### config.mk
export PLATFORM = sky130hd
export DESIGN_NAME = race_traffic_ctrl
export DESIGN_NICKNAME = d
export VERILOG_FILES = /design/src/rtl/race_pkg.sv /design/src/rtl/race_lfsr.sv /design/src/rtl/race_traffic_ctrl.sv
export SDC_FILE = /design/constraint.sdc
export NUM_CORES = 1
export LEC_CHECK = 0
export ABC_AREA = 1
export CAP_MARGIN = 20
export CELL_PAD_IN_SITES_DETAIL_PLACEMENT = 1
export CELL_PAD_IN_SITES_GLOBAL_PLACEMENT = 1
export CORE_MARGIN = 5
export CORE_UTILIZATION = 41
export CTS_CLUSTER_SIZE = 40
export DETAILED_ROUTE_END_ITERATION = 8
export GPL_TIMING_DRIVEN = 1
export MAX_ROUTING_LAYER = met4
export PLACE_DENSITY = 0.8
export REMOVE_ABC_BUFFERS = 1
export SYNTH_ARGS = -nofsm -noshare
export SYNTH_HDL_FRONTEND = slang
export SYNTH_SLANG_ARGS = --single-unit
### constraint.sdc
create_clock -name clk50mhz -period 9.6 [get_ports clk50mhz]
set_input_delay 1.92 -clock clk50mhz [delete_from_list [all_inputs] [get_ports clk50mhz]]
set_output_delay 1.92 -clock clk50mhz [all_outputs]
set_load 0.05 [all_outputs]
### src/rtl/race_pkg.sv
// race_pkg: shared state encoding, coordinate width and default geometry
// for race_traffic_ctrl and its LFSR.
package race_pkg;
  typedef enum logic [1:0] {IDLE = 2'd0, RUN = 2'd1, CRASH = 2'd2} state_t;
  localparam int XY_W = 10;
  localparam int DEF_LANE_X0 = 197;
  localparam int DEF_LANE_PITCH = 82;
  localparam int DEF_CAR_W = 80;
  localparam int DEF_CAR_H = 121;
  localparam int DEF_Y_END = 620;
  localparam logic [15:0] LFSR_SEED = 16'hACE1;
endpackage

### src/rtl/race_lfsr.sv
// race_lfsr: free-running 16-bit Fibonacci LFSR (taps 16,14,13,11) used to pick spawn lanes.
module race_lfsr
  import race_pkg::*;
(
  input  logic        clk50mhz,
  input  logic        reset,
  output logic [15:0] q
);
  logic [15:0] q_q, q_d;
  always_comb q_d = {q_q[14:0], q_q[15] ^ q_q[13] ^ q_q[12] ^ q_q[10]};
  always_ff @(posedge clk50mhz or negedge reset)
    if (!reset) q_q <= LFSR_SEED;
    else q_q <= q_d;
  assign q = q_q;
endmodule

### src/rtl/race_traffic_ctrl.sv
// race_traffic_ctrl: enemy-car traffic for a lane racer -- spawning, motion, speed ramp and crash detection.
// Define RACE_SCORE_EN to add the score output counting cars that leave the screen.
module race_traffic_ctrl
  import race_pkg::*;
#(
  parameter int N_SLOTS    = 4,
  parameter int N_LANES    = 3,
  parameter int LANE_X0    = DEF_LANE_X0,
  parameter int LANE_PITCH = DEF_LANE_PITCH,
  parameter int CAR_W      = DEF_CAR_W,
  parameter int CAR_H      = DEF_CAR_H,
  parameter int Y_END      = DEF_Y_END,
  parameter int SPAWN_GAP  = 270,
  parameter int RAMP_TICKS = 300,
  parameter int SPEED_MAX  = 8
) (
  input  logic                    clk50mhz,
  input  logic                    reset,
  input  logic                    tick,
  input  logic                    start,
  input  logic [XY_W-1:0]         player_x,
  input  logic [XY_W-1:0]         player_y,
  output logic [N_SLOTS*XY_W-1:0] enemy_x,
  output logic [N_SLOTS*XY_W-1:0] enemy_y,
  output logic [N_SLOTS-1:0]      enemy_act,
  output logic [3:0]              speed,
  output logic                    crash,
  output logic [1:0]              state
`ifdef RACE_SCORE_EN
  ,
  output logic [15:0]             score
`endif
);
  localparam logic [15:0] GAP = 16'(SPAWN_GAP);
  localparam logic [15:0] RAMP = 16'(RAMP_TICKS);
  localparam logic [3:0] SPD_MAX = 4'(SPEED_MAX);
  typedef logic [N_SLOTS-1:0][XY_W-1:0] pos_t;
  state_t state_q, state_d;
  pos_t ex_q, ex_d, ey_q, ey_d;
  logic [N_SLOTS-1:0] act_q, act_d;
  logic [3:0] speed_q, speed_d;
  logic crash_q, crash_d;
  logic [15:0] spawn_q, spawn_d, ramp_q, ramp_d;
  logic [15:0] lfsr;
  logic unused_lfsr;
  logic hit, run_tick, slot_ok, lane_ok;
  logic [XY_W:0] dx, dy, sum;
  logic [N_LANES-1:0] blocked;
  int slot, lane, cand;
  function automatic logic [XY_W-1:0] lane_x(int l);
    return XY_W'(LANE_X0 + l * LANE_PITCH);
  endfunction
  race_lfsr u_lfsr (.clk50mhz(clk50mhz), .reset(reset), .q(lfsr));
  assign unused_lfsr = ^lfsr[15:8];
  always_comb begin
    hit = 1'b0;
    dx = '0;
    dy = '0;
    for (int i = 0; i < N_SLOTS; i++) begin
      dx = ex_q[i] >= player_x ? {1'b0, ex_q[i]} - {1'b0, player_x} : {1'b0, player_x} - {1'b0, ex_q[i]};
      dy = ey_q[i] >= player_y ? {1'b0, ey_q[i]} - {1'b0, player_y} : {1'b0, player_y} - {1'b0, ey_q[i]};
      if (act_q[i] && dx < (XY_W+1)'(CAR_W) && dy < (XY_W+1)'(CAR_H)) hit = 1'b1;
    end
  end
  // Lane occupancy uses pre-move positions; lane search walks up from the random candidate.
  always_comb begin
    blocked = '0;
    slot = 0;
    slot_ok = 1'b0;
    lane = 0;
    lane_ok = 1'b0;
    cand = int'(lfsr[7:0]) % N_LANES;
    for (int l = 0; l < N_LANES; l++)
      for (int i = 0; i < N_SLOTS; i++)
        if (act_q[i] && ex_q[i] == lane_x(l) && ey_q[i] < XY_W'(CAR_H)) blocked[l] = 1'b1;
    for (int i = N_SLOTS - 1; i >= 0; i--)
      if (!act_q[i]) begin
        slot = i;
        slot_ok = 1'b1;
      end
    for (int k = N_LANES - 1; k >= 0; k--)
      for (int l = 0; l < N_LANES; l++)
        if (l == (cand + k) % N_LANES && !blocked[l]) begin
          lane = l;
          lane_ok = 1'b1;
        end
  end
  always_comb begin
    state_d = state_q;
    ex_d = ex_q;
    ey_d = ey_q;
    act_d = act_q;
    speed_d = speed_q;
    crash_d = crash_q;
    spawn_d = spawn_q;
    ramp_d = ramp_q;
    sum = '0;
    run_tick = state_q == RUN && tick && !hit;
    if (state_q != RUN && start) begin
      state_d = RUN;
      ex_d = '0;
      ey_d = '0;
      act_d = '0;
      speed_d = 4'd1;
      crash_d = 1'b0;
      spawn_d = '0;
      ramp_d = '0;
    end else if (state_q == RUN && hit) begin
      state_d = CRASH;
      crash_d = 1'b1;
    end else if (run_tick) begin
      for (int i = 0; i < N_SLOTS; i++) begin
        sum = {1'b0, ey_q[i]} + (XY_W+1)'(speed_q);
        if (act_q[i] && sum >= (XY_W+1)'(Y_END)) act_d[i] = 1'b0;
        else if (act_q[i]) ey_d[i] = sum[XY_W-1:0];
      end
      spawn_d = spawn_q + 16'd1;
      if (spawn_d >= GAP) begin
        spawn_d = slot_ok && lane_ok ? '0 : GAP;
        for (int i = 0; i < N_SLOTS; i++)
          if (slot_ok && lane_ok && i == slot) begin
            act_d[i] = 1'b1;
            ex_d[i] = lane_x(lane);
            ey_d[i] = '0;
          end
      end
      if (ramp_q + 16'd1 >= RAMP) begin
        ramp_d = '0;
        speed_d = speed_q < SPD_MAX ? speed_q + 4'd1 : speed_q;
      end else ramp_d = ramp_q + 16'd1;
    end
  end
  always_ff @(posedge clk50mhz or negedge reset)
    if (!reset) begin
      state_q <= IDLE;
      ex_q <= '0;
      ey_q <= '0;
      act_q <= '0;
      speed_q <= 4'd1;
      crash_q <= 1'b0;
      spawn_q <= '0;
      ramp_q <= '0;
    end else begin
      state_q <= state_d;
      ex_q <= ex_d;
      ey_q <= ey_d;
      act_q <= act_d;
      speed_q <= speed_d;
      crash_q <= crash_d;
      spawn_q <= spawn_d;
      ramp_q <= ramp_d;
    end
`ifdef RACE_SCORE_EN
  logic [15:0] score_q, score_d;
  logic [16:0] score_sum;
  logic [3:0] n_exit;
  always_comb begin
    n_exit = '0;
    for (int i = 0; i < N_SLOTS; i++)
      if (run_tick && act_q[i] && {1'b0, ey_q[i]} + (XY_W+1)'(speed_q) >= (XY_W+1)'(Y_END)) n_exit = n_exit + 4'd1;
    score_sum = {1'b0, score_q} + 17'(n_exit);
    score_d = state_q != RUN && start ? '0 : score_sum[16] ? 16'hFFFF : score_sum[15:0];
  end
  always_ff @(posedge clk50mhz or negedge reset)
    if (!reset) score_q <= '0;
    else score_q <= score_d;
  assign score = score_q;
`endif
  assign enemy_x = ex_q;
  assign enemy_y = ey_q;
  assign enemy_act = act_q;
  assign speed = speed_q;
  assign crash = crash_q;
  assign state = state_q;
endmodule

After elaboration in Yosys (flattened, before gate mapping)
Index checks and enable logic that the tools add are counted.
- add/sub/neg operators: 26
- bitwise logic cells: 3
- muxes and demuxes: 103
- reduce and logical (&&, ||, !) cells: 77
- div/mod/pow operators: 4
- multipliers: 1
- magnitude comparators: 27
- eq/ne operators: 24
- operator list (cell ; count):
    $mux W32 ; 10
    $mux W40 ; 8
    $sub A10 B10 Y11 ; 16
    $eq A3 B32 Y1 const A ; 5
    $mux W10 ; 16
    $eq A2 B32 Y1 const A ; 4
    $logic_not A32 Y1 ; 4
    $mux W16 ; 8
    $mod A32 B3 Y32 const B ; 3
    $lt A11 B7 Y1 const B ; 8
    $mux W11 ; 8
    $eq A10 B9 Y1 const B ; 8
    $ge A10 B10 Y1 ; 8
    $logic_and A1 B1 Y1 ; 54
    $add A10 B4 Y11 ; 4
    $ge A11 B10 Y1 const B ; 4
    $eq A10 B8 Y1 const B ; 4
    $lt A10 B7 Y1 const B ; 4
    $mux W1 ; 40
    $mux W4 ; 9
    $add A16 B1 Y16 const B ; 2
    $add A32 B2 Y32 const B ; 1
    $add A32 B3 Y32 const B ; 1
    $ge A16 B9 Y1 const B ; 2
    other kinds (15) ; 34
- logic and storage cells: 280
- register bits after elaboration: 139

Logic depth before layout (Yosys ltp)
Gate-level depths: netlist (run 1).
- depth after elaboration: 25
- depth in mapped cells: 90
- gate-level depth less buffers: 88

Cells and area by module
Synthesis (run 1) repeated with hierarchy kept, for this count alone.
- cell total of the unflattened synthesis: 2645
- area total of the unflattened synthesis: 17339.1 µm²
- by module, submodules not included (module ; area an instance (µm²) ; cells an instance ; instances):
    race_traffic_ctrl ; 16744.8 ; 2597 ; 1
    race_lfsr ; 594.3 ; 48 ; 1

Least setup slack after synthesis (run 1)
OpenSTA, ideal clock, no wires.
- kind: register -> register
- from: register u_lfsr.q_q[6] (netlist: u_lfsr.q[6])
- to: register ex_q (netlist bit enemy_x[17])
- setup slack: -0.403 ns
- stages on the path, launching flop included: 79
- data required time: 9.524 ns
- period minus slack after synthesis: 10.003 ns
- arrival: 9.926 ns
- setup time: 0.076 ns
- path through: dfstp_2 dlygate4sd1_1 ha_1 inv_1 nand2_1 nand2_1 nand2_1 nand3_1 nand3_2 a21o_1 nand2_2 nand3_2 nand2_2 nand3_4 nand3_1 nand2_1 nand2_2 inv_1 (+43 left out) inv_1 nand3_4 nor2_8 nand3_1 nand2_2 inv_1 ha_1 nor2_1 xor2_1 nand3_1 nor2_1 nand3_1 o21ai_1 nand2_1 ha_1 nor2_1 inv_1 o21ai_1
- cells in the longest elaborated chain, start to end: 20
- RTL lines (what ; line ; RTL):
    start: declaration ; race_lfsr.sv:9 ; logic [15:0] q_q, q_d;
    start signal: assignment ; race_lfsr.sv:13 ; else q_q <= q_d;
    $mod A9 B3 Y32 * ; race_traffic_ctrl.sv:72 ; cand = int'(lfsr[7:0]) % N_LANES;
    $add A32 B3 Y32 ; race_traffic_ctrl.sv:83 ; if (l == (cand + k) % N_LANES && !blocked[l]) begin
    $mod A32 B3 Y32 ; race_traffic_ctrl.sv:83 ;
    $eq A2 B32 Y1 ; race_traffic_ctrl.sv:83 ;
    $logic_and A1 B1 Y1 ; race_traffic_ctrl.sv:83 ;
    $mux W1 ; race_traffic_ctrl.sv:83 ;
    $mux W32 (7 in a row) ; race_traffic_ctrl.sv:83 ;
    $mul A32 B7 Y9 ; race_traffic_ctrl.sv:51 ; return XY_W'(LANE_X0 + l * LANE_PITCH);
    $add A9 B10 Y10 ; race_traffic_ctrl.sv:51 ;
    $mux W10 ; race_traffic_ctrl.sv:121 ; if (slot_ok && lane_ok && i == slot) begin
    $mux W40 ; race_traffic_ctrl.sv:118 ; if (spawn_d >= GAP) begin
    $mux W40 ; race_traffic_ctrl.sv:111 ; end else if (run_tick) begin
    $mux W40 ; race_traffic_ctrl.sv:108 ; end else if (state_q == RUN && hit) begin
    $mux W40 ; race_traffic_ctrl.sv:99 ; if (state_q != RUN && start) begin
    end signal: assignment ; race_traffic_ctrl.sv:136 ; ex_q <= '0;
    end signal: assignment ; race_traffic_ctrl.sv:145 ; ex_q <= ex_d;
    end: declaration ; race_traffic_ctrl.sv:39 ; pos_t ex_q, ex_d, ey_q, ey_d;
Every way passes the cells marked *; elsewhere a longest branch is shown, timed or not. The select of a mux whose other input is x is not followed.
A chain may end at the register's enable or synchronous reset.

Worst setup path in the final report (run 1)
- from: register u_lfsr.q_q[6] (netlist: u_lfsr.q[6])
- to: register ex_q (netlist bit enemy_x[7])
The elaborated chain is that of the path after synthesis.

==> results.txt, run 1 <==
Synthesis inferred 126 register bits. The kind of end point of the critical path is a register. The critical path is of the reg -> reg type. The diode insertion count for antenna repair is 0.

The x dimension of the die came out at around 220 microns. The sum of routed wire length over all layers is ~70000 microns. The commonest cells after synthesis are sky130_fd_sc_hd__nand2_1, sky130_fd_sc_hd__inv_1, sky130_fd_sc_hd__ha_1. In this run the most critical hold path is launched from u_lfsr.q[14]. The worst hold slack came out at around 360 ps. The chip height came out at 219 microns. The number of nets still failing antenna checks after routing is 0.

The length of the first detailed-routing pass in iterations came out at 5. The final-report setup violation count came out at a little under 60. The cell type with the highest occurrence count on the critical path is sky130_fd_sc_hd__nand2_1. Once detailed placement completed, the half-perimeter wirelength came to between 50000 and 60000 microns. The required time of the critical path is roughly 10000 ps.

The flow ran to the end, but the final reports show violations. Of all flip-flops after synthesis, the portion carrying an async set or reset was 100%. Counting along the longest clock path gives a buffer depth of 2. The global-route wire length before repair came out at a little over 100000 microns.

The detailed-route wire length per cell is 20.4 microns. The analysis attributes to net switching a power of ~2.1 mW. The largest fanout on the critical path came out at 8.

The area taken by flip-flops and latches came out at between 3000 and 4000 sq um. The die covers roughly 48000 sq um. The fraction of post-synthesis cell area in the top cell type by area is between 15 and 20%.

The max-capacitance violation count came out at 0. TritonCTS built the clock tree. After detailed placement, the total cell area comes to around 20000 sq um.

The number of hold buffers added after CTS was 0. For the worst setup path, the data arrival time is between 10000 and 15000 ps. The final worst clock skew came out at between 10 and 15 ps.

In the post-synthesis netlist, the biggest area contributors are sky130_fd_sc_hd__dfrtp_1, sky130_fd_sc_hd__ha_1, sky130_fd_sc_hd__nand2_1. The switching part of the total power is approximately 53%. The number of antenna violations at the first check in global routing came to 0.

The startpoint identified for the worst register-to-register timing path is u_lfsr.q[6]. Across all setup checks in the final design, the least slack found is -142 ps. The final max-slew violation count came out at 0.

Dividing the final minimum period by the clock period gives 101%. The clock latency at the later pin of the worst-skew pair came out at 440 ps. The iteration-0 DRC count of the detailed router is 972. The transition time at the pin with the least slew margin came out at just under 1000 ps.

The internal portion of the total power is around 1.9 mW. The share of the Yosys chip area taken by registers is between 10% and 20%. For this run, the slowest stage of the critical path takes ~570 ps. sky130_fd_sc_hd__nand2_1 is the most common cell in the netlist. The worst slew margin relative to its limit came out at 33.2%. For the finished layout, the period the worst path requires is 9740 ps. The fill cell instance count of the final layout is approximately 5.5k.

During synthesis, Yosys emitted a total of 0 warnings. The fraction of the core area covered by cells at the end of the flow is just over 50%. Clock-pin slew was measured on the worst setup and hold paths at roughly 60 ps.

The footprint of the multi-input gates came out at between 10000 and 15000 sq um. In this run the count of I/O pins placed on the die edge is roughly 120. Clock tree synthesis selected as its root buffer the cell sky130_fd_sc_hd__clkbuf_16.

Yosys mapped the design onto 85 distinct sky130hd cell types. The portion of total power attributed to the clock network is 16.7%. Setup repair after global routing could not meet its margin everywhere. The synthesized instance count came out at 2626.

In this run, CTS created clock tree buffers numbering 17. The number of enable-type register cells in the synthesized netlist came out at 0. At the end of routability-driven placement, the weighted congestion stood at 0.950. For this run, the leading register cell type out of synthesis is sky130_fd_sc_hd__dfrtp_1.

The overall power consumption is 4.00 mW. The mean instance size in the synthesized netlist is ~6.8 sq um. The finished layout holds 3441 standard cells, fillers aside. The most critical setup path has its startpoint at u_lfsr.q[6]. The via count came out at 19.5k. The number of hold-slack violations in the final timing report came out at 0. The largest individual stage delay along the critical path comes from the cell sky130_fd_sc_hd__dfstp_2.

The highest ir drop seen on vdd came out at approximately 0.13 mV. The post-layout instance area came out at around 22000 sq um. The synthesized design spends more area on one cell type than any other, namely sky130_fd_sc_hd__dfrtp_1.

The cell count after placement is approximately 3.3k. Combinational logic is responsible for ~61% of the overall power. Of the cells placed in the final design, the portion with a size suffix greater than 1 is around a fifth. Port buffering added 110 buffers.

After detailed routing, the number of remaining DRC violations is 0. The worst setup path is launched from a register. The core outline area is around 43000 sq um. Compared with the post-synthesis result, the final layout area differs by 25.0%. The number of levels the H-tree was split into is 4. For this design the ratio of total power to cell area is 179 nW/um^2.

The post-synthesis cell area came out at ~18000 sq um. The total congestion overflow is 0. The largest net degree at the start of global routing came out at 67. For this design, the sink count on the clock tree is 126. The starting utilization of the core area came out at about two fifths. The achievable clock frequency came out at 103 MHz. For this run, the total global-route usage over all layers was measured as 27.1%.

The number of global-route vias before repair came to between 15k and 20k. The checks that failed: setup timing. The relative contribution of sequential cells to total power came out at between 20% and 30%. The leakage power figure came out at around 11 nW. The standard-cell row count is 76. The net count of the finished layout is ~3k. The vias per cell came out at 5.66.

The class of the most critical hold timing path is reg -> reg.
## cell families (layout without fill, tap and decap cells)
| kind of cell | after synthesis | in the layout | synth area share, % |
|---|---|---|---|
| other | 1 | 4 | 0.0210 |
| flip-flops | 126 | 126 | 17.7 |
| AO/OA/AOI/OAI | 472 | 472 | 16.0 |
| XOR/XNOR | 110 | 110 | 5.43 |
| multiplexers | 17 | 17 | 0.972 |
| adder cells (fa/ha/maj) | 207 | 207 | 15.0 |
| buffers and inverters | 419 | 645 | 9.97 |
| AND/OR/NAND/NOR | 1274 | 1275 | 34.9 |
## final timing paths
path | end | slack [ps] | depth (start not counted)
max | enemy_x[7] | -140 | 79
min | u_lfsr.q[15] | 360 | 0
max reg2reg | enemy_x[7] | -140 | 79
min reg2reg | u_lfsr.q[15] | 360 | 0
max in group asynchronous | spawn_q[14] | 6790 | 2
min in group asynchronous | enemy_x[2] | 1490 | 1
## sequential cells by signal, indices dropped and copies added, names as in the netlist
name / cells
speed: 4
enemy_y: 40
enemy_act: 4
ramp_q: 16
state: 2
enemy_x: 28
u_lfsr.q: 16
spawn_q: 16
## critical path: cells and delay by family (launching register included)
kind	cells	cell delay [ps]
XOR/XNOR	1	400
AND/OR/NAND/NOR	53	5430
buffers and inverters	14	1300
flip-flops	1	570
adder cells (fa/ha/maj)	7	1360
AO/OA/AOI/OAI	4	500
## cell type report
type | count | area share [%]
Clock inverter | 13 | 0.694
Clock buffer | 19 | 1.98
Inverter | 359 | 6.20
Timing Repair Buffer | 254 | 10.3
Multi-Input combinational cell | 2085 | 63.4
Sequential cell | 126 | 14.2
Tap cell | 585 | 3.27
## cells in the final DEF, fill, tap and decap left out, types with 36 or more instances in the layout
master / count
sky130_fd_sc_hd__nor2_1: 153
sky130_fd_sc_hd__ha_1: 177
sky130_fd_sc_hd__nand2_2: 110
sky130_fd_sc_hd__nand3_1: 144
sky130_fd_sc_hd__nand2_1: 529
sky130_fd_sc_hd__inv_1: 318
sky130_fd_sc_hd__clkdlybuf4s50_1: 109
sky130_fd_sc_hd__xor2_1: 72
sky130_fd_sc_hd__nand4_1: 58
sky130_fd_sc_hd__a21oi_1: 131
sky130_fd_sc_hd__o21ai_0: 130
sky130_fd_sc_hd__o21ai_1: 36
sky130_fd_sc_hd__nor3_1: 37
sky130_fd_sc_hd__nand3_2: 64
sky130_fd_sc_hd__nand2_4: 40
sky130_fd_sc_hd__dfrtp_1: 117
sky130_fd_sc_hd__buf_4: 121
## through the flow
step	setup TNS, ps	worst slack (ps)
5_1_grt	-49320	-777
3_3_place_gp	0	97.9
4_1_cts	0	0.714
3_5_place_dp	-37910	-611
6_report	-3730	-142
2_1_floorplan	-41070	-767
## routing by layer
layer	up-vias	part of all wire, %	track usage (%)
met5	-	0	-
met4	0	3.5	8.69
met3	149	3.7	2.26
met2	471	51	48.7
met1	9622	42	32.2
li1	9241	-	-
## repair_timing
action                                 in CTS  in global routing
gates cloned                                0                  1
endpoints found under the hold margin       0                  0
pin swaps                                  34                126
setup buffers                              21                 45
setup endpoints to repair                  76                 76
gates resized for setup                    69                247
## power by group through the flow
stage / registers (mW) / logic [mW] / clock network (mW)
floorplan: 1.14 / 1.29 / 0
finish: 0.904 / 2.43 / 0.670
global placement: 0.892 / 2.24 / 0
CTS: 0.891 / 2.36 / 0.678
global route: 0.921 / 2.64 / 0.701
detailed placement: 0.898 / 2.33 / 0
Note: power is estimated with default switching activity, not from simulation.
==> inputs of run 2 (changes only) <==
--- a/config.mk
+++ b/config.mk
@@ -14,6 +14,7 @@
 export CTS_CLUSTER_SIZE = 40
 export DETAILED_ROUTE_END_ITERATION = 8
 export GPL_TIMING_DRIVEN = 1
+export HOLD_SLACK_MARGIN = 0.05
 export MAX_ROUTING_LAYER = met4
 export PLACE_DENSITY = 0.8
 export REMOVE_ABC_BUFFERS = 1
==> results of run 2 <==
The final DEF is identical to that of run 1; final timing and power are the same.
